`config.mk`:
```
export PLATFORM = sky130hd
export DESIGN_NAME = sys_array_nxn
export DESIGN_NICKNAME = d
export VERILOG_FILES = /design/src/rtl/sys_array_pkg.sv /design/src/rtl/sys_array_pe.sv /design/src/rtl/sys_array_nxn.sv
export SDC_FILE = /design/constraint.sdc
export NUM_CORES = 2
export LEC_CHECK = 0
export CAP_MARGIN = 15
export CORE_AREA = 4 4 208 210
export DETAILED_ROUTE_END_ITERATION = 8
export DIE_AREA = 0 0 212 214
export GPL_ROUTABILITY_DRIVEN = 1
export HOLD_SLACK_MARGIN = 0.08
export PLACE_DENSITY = 0.83
export SLEW_MARGIN = 0
export SYNTH_ARGS = -nofsm -noshare
export SYNTH_HDL_FRONTEND = slang
export SYNTH_SLANG_ARGS = --single-unit
export TNS_END_PERCENT = 10
```
`constraint.sdc`:
```
create_clock -name clk -period 10.45 [get_ports clk]
set_input_delay 2.09 -clock clk [delete_from_list [all_inputs] [get_ports clk]]
set_output_delay 2.09 -clock clk [all_outputs]
set_load 0.02 [all_outputs]
```
`src/rtl/sys_array_pkg.sv`:
```
// Shared types and helpers for the N x N output-stationary systolic MAC array.
package sys_array_pkg;

    typedef enum logic [1:0] {
        ST_IDLE   = 2'd0,
        ST_LOAD   = 2'd1,
        ST_DRAIN  = 2'd2,
        ST_OUTPUT = 2'd3
    } state_t;

    localparam int unsigned SAT_MAX_W = 128;

    // Full signed product plus headroom for K accumulations.
    function automatic int unsigned acc_width_default(input int unsigned width,
                                                      input int unsigned k);
        return 2 * width + $clog2(k);
    endfunction

    // Clamp a sign-extended accumulator to the signed range of 'width' bits.
    function automatic logic [SAT_MAX_W-1:0] sat_word(input logic signed [SAT_MAX_W-1:0] acc,
                                                      input int unsigned width);
        logic signed [SAT_MAX_W-1:0] hi;
        logic signed [SAT_MAX_W-1:0] lo;
        hi = signed'((SAT_MAX_W'(1) << (width - 1)) - SAT_MAX_W'(1));
        lo = ~hi;
        if (acc > hi) begin
            sat_word = hi;
        end else if (acc < lo) begin
            sat_word = lo;
        end else begin
            sat_word = acc;
        end
    endfunction

endpackage

```
`src/rtl/sys_array_pe.sv`:
```
// One processing element: forwards a right and b down through a register each
// and accumulates the signed product on every array step.
module sys_array_pe
    import sys_array_pkg::*;
#(
    parameter int unsigned WIDTH     = 16,
    parameter int unsigned ACC_WIDTH = 34
) (
    input  logic                 clk,
    input  logic                 rst,
    input  logic                 i_step,
    input  logic                 i_clear,
    input  logic [WIDTH-1:0]     i_a,
    input  logic [WIDTH-1:0]     i_b,
    output logic [WIDTH-1:0]     o_a,
    output logic [WIDTH-1:0]     o_b,
    output logic [ACC_WIDTH-1:0] o_acc
);

    localparam int unsigned PROD_W = 2 * WIDTH;

    logic signed [PROD_W-1:0] w_prod;
    logic [ACC_WIDTH-1:0]     w_prod_ext;
    logic [WIDTH-1:0]         r_a;
    logic [WIDTH-1:0]         r_b;
    logic [ACC_WIDTH-1:0]     r_acc;

    assign w_prod     = PROD_W'($signed(i_a)) * PROD_W'($signed(i_b));
    assign w_prod_ext = ACC_WIDTH'(w_prod);

    // Clear folds into the first step so the tile's first product is not lost.
    always_ff @(posedge clk or negedge rst) begin
        if (!rst) begin
            r_a   <= '0;
            r_b   <= '0;
            r_acc <= '0;
        end else if (i_step) begin
            r_a   <= i_a;
            r_b   <= i_b;
            r_acc <= i_clear ? w_prod_ext : r_acc + w_prod_ext;
        end
    end

    assign o_a   = r_a;
    assign o_b   = r_b;
    assign o_acc = r_acc;

endmodule

```
`src/rtl/sys_array_nxn.sv`:
```
// N x N output-stationary systolic MAC array: C = A*B per tile, rows of C to N FIFOs.
// Define SYS_ARRAY_SATURATE_EN to clamp output words instead of truncating them.
module sys_array_nxn
    import sys_array_pkg::*;
#(
    parameter int unsigned N         = 2,
    parameter int unsigned K         = 4,
    parameter int unsigned WIDTH     = 16,
    parameter int unsigned ACC_WIDTH = acc_width_default(WIDTH, K)
) (
    input  logic                 clk,
    input  logic                 rst,
    input  logic [N*WIDTH-1:0]   fifo_a_out_data,
    input  logic [N-1:0]         fifo_a_read_ready,
    output logic [N-1:0]         fifo_a_read_valid,
    input  logic [N*WIDTH-1:0]   fifo_b_out_data,
    input  logic [N-1:0]         fifo_b_read_ready,
    output logic [N-1:0]         fifo_b_read_valid,
    output logic [N*WIDTH-1:0]   fifo_c_in_data,
    output logic [N-1:0]         fifo_c_write_valid,
    input  logic [N-1:0]         fifo_c_write_ready,
    output logic                 busy,
    output logic                 valid
);

    localparam int unsigned CNT_MAX = (K > 2 * N - 1) ? K : 2 * N - 1;
    localparam int unsigned CNT_W   = $clog2(CNT_MAX + 1);
    localparam int unsigned ROW_W   = (N > 1) ? $clog2(N) : 1;

    state_t             r_state;
    state_t             w_state_nxt;
    logic [CNT_W-1:0]   r_cnt;
    logic [CNT_W-1:0]   w_cnt_nxt;
    logic [ROW_W-1:0]   r_row;
    logic [ROW_W-1:0]   w_row_nxt;
    logic               r_valid;
    logic               w_valid_nxt;
    logic               r_busy;
    logic               w_step;
    logic               w_clear;
    logic               w_inject;
    logic               w_all_rd;
    logic               w_all_wr;

    logic [WIDTH-1:0]     w_a_h     [N][N];
    logic [WIDTH-1:0]     w_b_v     [N][N];
    logic [WIDTH-1:0]     w_a_fwd   [N][N];
    logic [WIDTH-1:0]     w_b_fwd   [N][N];
    logic [ACC_WIDTH-1:0] w_acc     [N][N];
    logic [WIDTH-1:0]     w_unused_a [N];
    logic [WIDTH-1:0]     w_unused_b [N];
    logic [WIDTH-1:0]     w_c_word  [N];

    assign w_all_rd = (&fifo_a_read_ready) & (&fifo_b_read_ready);
    assign w_all_wr = &fifo_c_write_ready;

    always_ff @(posedge clk or negedge rst) begin
        if (!rst) begin
            r_state <= ST_IDLE;
            r_cnt   <= '0;
            r_row   <= '0;
            r_valid <= 1'b0;
            r_busy  <= 1'b0;
        end else begin
            r_state <= w_state_nxt;
            r_cnt   <= w_cnt_nxt;
            r_row   <= w_row_nxt;
            r_valid <= w_valid_nxt;
            r_busy  <= (w_state_nxt != ST_IDLE);
        end
    end

    always_comb begin
        w_state_nxt        = r_state;
        w_cnt_nxt          = r_cnt;
        w_row_nxt          = r_row;
        w_valid_nxt        = r_valid;
        w_step             = 1'b0;
        w_clear            = 1'b0;
        w_inject           = 1'b0;
        fifo_a_read_valid  = '0;
        fifo_b_read_valid  = '0;
        fifo_c_write_valid = '0;
        case (r_state)
            ST_IDLE: w_state_nxt = ST_LOAD;
            ST_LOAD: begin
                if (w_all_rd) begin
                    w_step            = 1'b1;
                    w_inject          = 1'b1;
                    w_clear           = (r_cnt == '0);
                    fifo_a_read_valid = '1;
                    fifo_b_read_valid = '1;
                    if (r_cnt == CNT_W'(K - 1)) begin
                        w_cnt_nxt   = '0;
                        w_state_nxt = ST_DRAIN;
                    end else begin
                        w_cnt_nxt = r_cnt + CNT_W'(1);
                    end
                end
            end
            ST_DRAIN: begin
                w_step = 1'b1;
                if (r_cnt == CNT_W'(2 * N - 2)) begin
                    w_cnt_nxt   = '0;
                    w_state_nxt = ST_OUTPUT;
                end else begin
                    w_cnt_nxt = r_cnt + CNT_W'(1);
                end
            end
            ST_OUTPUT: begin
                if (w_all_wr) begin
                    fifo_c_write_valid = '1;
                    if (r_row == ROW_W'(N - 1)) begin
                        w_row_nxt   = '0;
                        w_valid_nxt = 1'b1;
                        w_state_nxt = ST_IDLE;
                    end else begin
                        w_row_nxt = r_row + ROW_W'(1);
                    end
                end
            end
            default: w_state_nxt = ST_IDLE;
        endcase
    end

    assign busy  = r_busy;
    assign valid = r_valid;

    // Input skew: row i / column j delayed by i / j steps; zeros injected in DRAIN.
    for (genvar i = 0; i < N; i++) begin : g_skew
        logic [WIDTH-1:0] w_a_inj;
        logic [WIDTH-1:0] w_b_inj;
        assign w_a_inj = w_inject ? fifo_a_out_data[i*WIDTH +: WIDTH] : '0;
        assign w_b_inj = w_inject ? fifo_b_out_data[i*WIDTH +: WIDTH] : '0;
        if (i == 0) begin : g_nosk
            assign w_a_h[i][0] = w_a_inj;
            assign w_b_v[0][i] = w_b_inj;
        end else begin : g_sk
            logic [WIDTH-1:0] r_sk_a [i];
            logic [WIDTH-1:0] r_sk_b [i];
            always_ff @(posedge clk or negedge rst) begin
                if (!rst) begin
                    for (int d = 0; d < i; d++) begin
                        r_sk_a[d] <= '0;
                        r_sk_b[d] <= '0;
                    end
                end else if (w_step) begin
                    r_sk_a[0] <= w_a_inj;
                    r_sk_b[0] <= w_b_inj;
                    for (int d = 1; d < i; d++) begin
                        r_sk_a[d] <= r_sk_a[d-1];
                        r_sk_b[d] <= r_sk_b[d-1];
                    end
                end
            end
            assign w_a_h[i][0] = r_sk_a[i-1];
            assign w_b_v[0][i] = r_sk_b[i-1];
        end
    end

    for (genvar i = 0; i < N; i++) begin : g_row
        for (genvar j = 0; j < N; j++) begin : g_col
            sys_array_pe #(
                .WIDTH     (WIDTH),
                .ACC_WIDTH (ACC_WIDTH)
            ) u_pe (
                .clk     (clk),
                .rst     (rst),
                .i_step  (w_step),
                .i_clear (w_clear),
                .i_a     (w_a_h[i][j]),
                .i_b     (w_b_v[i][j]),
                .o_a     (w_a_fwd[i][j]),
                .o_b     (w_b_fwd[i][j]),
                .o_acc   (w_acc[i][j])
            );
            if (j > 0) begin : g_ah
                assign w_a_h[i][j] = w_a_fwd[i][j-1];
            end
            if (i > 0) begin : g_bv
                assign w_b_v[i][j] = w_b_fwd[i-1][j];
            end
        end
        assign w_unused_a[i] = w_a_fwd[i][N-1];
        assign w_unused_b[i] = w_b_fwd[N-1][i];
    end

    for (genvar j = 0; j < N; j++) begin : g_out
`ifdef SYS_ARRAY_SATURATE_EN
        assign w_c_word[j] = WIDTH'(sat_word(SAT_MAX_W'($signed(w_acc[r_row][j])), WIDTH));
`else
        logic w_unused_hi;
        assign w_unused_hi = ^w_acc[r_row][j][ACC_WIDTH-1:WIDTH];
        assign w_c_word[j] = w_acc[r_row][j][WIDTH-1:0];
`endif
        assign fifo_c_in_data[j*WIDTH +: WIDTH] = w_c_word[j];
    end

endmodule

```
Yosys cells after proc, flatten, opt, wreduce, memory -nomap -nowiden. Cells that the tools add are included. W data, S select, Z words.

$mul: 4. Equal/unequal tests: 6. Reductions and logical operators: 10. $lt $le $gt $ge: 1. Bitwise logic cells: 2. Add/subtract/negate cells: 6. Mux-type cells: 31.

Operators by type and width (count): $mux W50 (3); $add A34 B34 Y34 (4); $mux W34 (4); $mul A16 B16 Y32 (4); $mux W16 (4); $mux W2 (9); $mux W3 (3); $pmux W2 S4 (1); $reduce_and A2 Y1 (4); $eq A3 B2 Y1 const B (2); $pmux W3 S2 (1); $mux W1 (5); $eq A2 B2 Y1 const B (2); $reduce_and A4 Y1 (1); $reduce_bool A2 Y1 (2); $add A3 B1 Y3 const B (1); $logic_not A3 Y1 (1); $reduce_and A3 Y1 (1); $eq A2 B1 Y1 const B (1); $ge A2 B2 Y1 const B (1); $logic_not A2 Y1 (1); $ne A2 B2 Y1 const B (1); $not A1 Y2 (1); $pmux W1 S2 (1); other kinds (2) (2).

Flip-flop bits (word level): 240.

Depth between registers and ports, before layout.
Word-level depth: 8. Mapped depth: 36. Mapped depth without buffers: 35.

Cells and area by module. Synthesis repeated with hierarchy kept, for this count alone.

Cells, all modules: 6576. Area total of the unflattened synthesis: 60312.8 um^2.

By module, submodules not included: sys_array_pe (g_row[0].g_col[1].u_pe) (cells each 1587, times used 1, area each 14435.1 um^2, seq. area each 1651.6 um^2); sys_array_pe (g_row[0].g_col[0].u_pe) (cells each 1573, times used 1, area each 14418.8 um^2, seq. area each 1651.6 um^2); sys_array_pe (g_row[1].g_col[0].u_pe) (cells each 1576, times used 1, area each 14351.3 um^2, seq. area each 1651.6 um^2); sys_array_pe (g_row[1].g_col[1].u_pe) (cells each 1554, times used 1, area each 14228.6 um^2, seq. area each 1651.6 um^2); sys_array_nxn (cells each 286, times used 1, area each 2879.0 um^2, seq. area each 1001.0 um^2).

Worst setup path after synthesis. No wires, ideal clock.

Path type: input to register. Start: input fifo_b_read_ready[0]. End: register g_row[0].g_col[0].u_pe.r_acc[15]. Buffers on the path: 1. Cell stages on the path: 29. Slack: 1.526 ns. Data required time: 10.313 ns. Arrival time: 8.787 ns. Cells stage by stage: and4_1 nand2_1 clkinv_1 clkbuf_1 and3_1 fa_1 inv_1 fa_1 fa_1 fa_1 inv_1 fa_1 inv_1 fa_1 inv_1 ha_1 nand3_1 nand2_1 a41oi_1 nor2b_1 xnor2_1 ha_1 and3_1 a211o_1 a21o_1 a21o_1 a211o_2 o211ai_1 a2bb2oi_1.

Longest elaborated chain between the ends: 8. Elaborated cells between the ends (all ways): 12. Those cells by class: add/sub: 1; mul: 1; mux: 8; bitwise: 1; reduce/logical: 1.

RTL lines: start: declaration (line sys_array_nxn.sv:17) `input logic [N-1:0] fifo_b_read_ready,`; $reduce_and A2 Y1 * (line sys_array_nxn.sv:54) `assign w_all_rd = (&fifo_a_read_ready) & (&fifo_b_read_ready);`; $and A1 B1 Y1 * (line sys_array_nxn.sv:54); $mux W1 (line sys_array_nxn.sv:87) `if (w_all_rd) begin`; $mux W1 (line sys_array_nxn.sv:84) `case (r_state)`; $mux W16 (on tied branches) (line sys_array_nxn.sv:133, sys_array_nxn.sv:134); $mul A16 B16 Y32 (line sys_array_pe.sv:28) `assign w_prod = PROD_W'($signed(i_a)) * PROD_W'($signed(i_b));`; $add A34 B34 Y34 (line sys_array_pe.sv:40) `r_acc <= i_clear ? w_prod_ext : r_acc + w_prod_ext;`; $mux W34 (line sys_array_pe.sv:40); end signal: assignment (line sys_array_pe.sv:40); end: declaration (line sys_array_pe.sv:26) `logic [ACC_WIDTH-1:0] r_acc;`.

Every way passes the cells marked *; elsewhere a longest branch is shown, timed or not. A chain may end at the register's enable or synchronous reset.

Final worst setup path.
Start: input fifo_b_read_ready[1]. End: register g_row[0].g_col[0].u_pe.r_acc[15].

The elaborated chain is that of the path after synthesis.

==> flow_metrics.tcl <==
set metrics [dict create \
    critical_path_required_ps 10760 \
    path_clk_slew_ps 70 \
    startpoint_type "primary input" \
    finalHoldViolCount 0 \
    crit_type "in2reg" \
    cts_root_buffer "clkbuf_16" \
    finalSetupViolCount 0 \
    core.rowCount 75 \
    post-route-min-period_ps 9500 \
    antenna_found_initial 0 \
    synth.top_cells.by_area "fa_1 (24%), dfrtp_1 (16%), ha_1 (15%)" \
    finalCritPeriodShare_pct 90.9 \
    drt-pass1-iter-count 5 \
    tightestPinTransition_ps 1040 \
    syn-cell-area_um2 26300 \
    insertion_delay_ps 470 \
    crit_fanout 25 \
    post-place-ws_ps 564 \
    htree_num_levels 4 \
    drc_errors 0 \
    grt_remaining_overflow 0 \
    post_cts_resized 0 \
    die_x_um 212 \
    core_area_um2 41600 \
    drive_gt1_share_pct 3.39 \
    cts_setup_buffers 0 \
    worst_ep_arrival_time_ps 9820 \
    syn-num-nets 3764 \
    slowest_delay_ps 560 \
    ys_async_sr_fraction_pct 100 \
    die_area_um2 45400 \
    max_freq_mhz 105 \
    synth_flop_cell "dfrtp_1" \
    wl_per_cell_um 18.6 \
    cp_slowest_cell "fa_1" \
    layout.nets 3764 \
    final-seq-area_um2 4200 \
    grtUsageTotal_pct 30.6 \
    die_h_um 214 \
    multi_input_area_um2 19500 \
    gr-max-usage-layer "met2" \
    cts_made_buffers 17 \
    hold_path.class "reg2reg" \
    start_util_pct 63.2 \
    dpl_cell_area_um2 27600 \
    grtUsageMet2_pct 51.9 \
    dp_hpwl_um 52600 \
    clk_path_buf_depth 2 \
    first_global_vias 22576 \
    use_met1_pct 38.3 \
    cp_top_family "adder cells" \
    io_buffers 111 \
    ios 112 \
    ant_nets 0 \
    synth_warnings 0 \
    end_kind "flip-flop" \
    holdBufCountCts 0 \
    cts.sinks 168 \
    stdcell_area_um2 28300 \
    synthCells 3057 \
    crit_buf_inv 8 \
    synth-edff-count 0 \
    rrSetupSlack_ps 2410 \
    seq_area_frac_synth_pct 16.0 \
    max_slew_margin_pct 30.6 \
    fillCellCount 3166 \
    gr-usage-met3_pct 5.10 \
    outcome "completed" \
    synth_top_area_cell "fa_1" \
    antenna_cells 0 \
    area_growth_pct 7.55 \
    rsz0062_at_grt "no" \
    vias_per_cell 5.87 \
    tns_ps 0 \
    drtIter0Drc 1507 \
    setup_ws_ps 946 \
    grt_pass1_wl_um 112000 \
    fin_skew_ps 12.3 \
    cts_tree "built" \
    avgSynthCellArea_um2 8.60 \
    finalWirelength_um 67100 \
    place_congestion 0.929 \
    netlist.area_leader.share_pct 24.4 \
    cpMostUsedCell "inv_1" \
    vias 21194 \
    drv_cap 0 \
    grt_max_degree 117 \
    yosys.cell_types.count 63 \
    drv_slew 0 \
    ys_seq_elements 168 \
]
==> flip-flops by register name, indices dropped and copies added (netlist names) <==
signal and count:
g_row.g_col.u_pe.o_acc 64, valid 1, busy 1, g_skew.g_sk.r_sk_b 16
g_row.g_col.u_pe.o_a 32, g_row.g_col.u_pe.o_b 32, g_skew.g_sk.r_sk_a 16, r_row 1
r_state 2, r_cnt 3
==> layout make-up <==
type,instances,share of cell area (%)
flip-flops and latches,168,14.9
clock buffers,17,1.50
multi-input cells,2214,69.1
repair buffers,128,4.47
clock inverters,15,0.677
well taps,539,2.38
inverters,528,7.01
==> routing by layer <==
layer | part of all wire, % | wire length (um)
met5 | 0 | 0
met2 | 49 | 32900
met3 | 7.8 | 5200
met4 | 5.1 | 3420
met1 | 38 | 25600
==> metrics by stage <==
stage,utilization (%),hold slack (ps),instances
detailed placement,66.4,456,3575
finish,68.0,471,3609
CTS,67.9,472,3607
floorplan,-,446,3057
global route,68.0,512,3609
global placement,66.4,441,3575
==> final timing paths <==
check                                     startpoint                          endpoint  cells past startpoint
worst max-delay path            fifo_b_read_ready[1]  g_row[0].g_col[0].u_pe.o_acc[15]                     31
worst min-delay path                           valid                             valid                      1
worst max register to register            r_state[1]  g_row[0].g_col[0].u_pe.o_acc[15]                     31
worst min register to register                 valid                             valid                      1
max in group asynchronous                        rst          g_skew[1].g_sk.r_sk_b[4]                      2
min in group asynchronous                        rst   g_row[1].g_col[0].u_pe.o_acc[5]                      1
==> cell usage after synthesis (4+ instances only) <==
library cell    n
ha_1          315
a22o_1         63
a21o_1         24
a21oi_1       125
or2_2           5
dfrtp_1       168
clkbuf_1      120
inv_1         527
xor2_1         52
mux2_2         33
nor2b_1        14
a41oi_1         4
xnor2_1       160
mux2i_1         7
o21ai_0        78
buf_4           8
o21a_1         11
a211oi_1        8
nor3_1         25
buf_2          12
o21bai_1       13
o21ai_1         4
or3_1           8
nand2b_1        7
a31oi_1        23
and2_1        177
nor2_1         92
and3_1         62
nand3_1        36
nand2_1       500
fa_1          320
buf_1           7
==> cells by family (layout without fill, tap and decap cells) <==
kind of cell	Yosys count	count (layout)	synth area share [%]
and+or+nand+nor	938	938	16.4
buffers and inverters	675	688	9.81
adders and majority gates	635	635	39.4
AOI/OAI and AO/OA	386	386	9.47
xor gates and xnor gates	215	215	7.27
DFF	168	168	16.0
muxes	40	40	1.68
==> cells in the final DEF (no fill, tap or decap), drive strengths merged, types with 52 or more instances in the layout <==
master,netlist,layout
a21oi,125,125
a22o,63,63
and2,177,177
and3,64,64
clkdlybuf4s50,0,110
dfrtp,168,168
fa,320,320
ha,315,315
inv,527,534
nand2,502,502
nor2,93,93
o21ai,82,82
xnor2,162,162
xor2,52,52
Power is not shown: default switching activity piles up to over one toggle a cycle in this logic, so the estimate is an artifact.
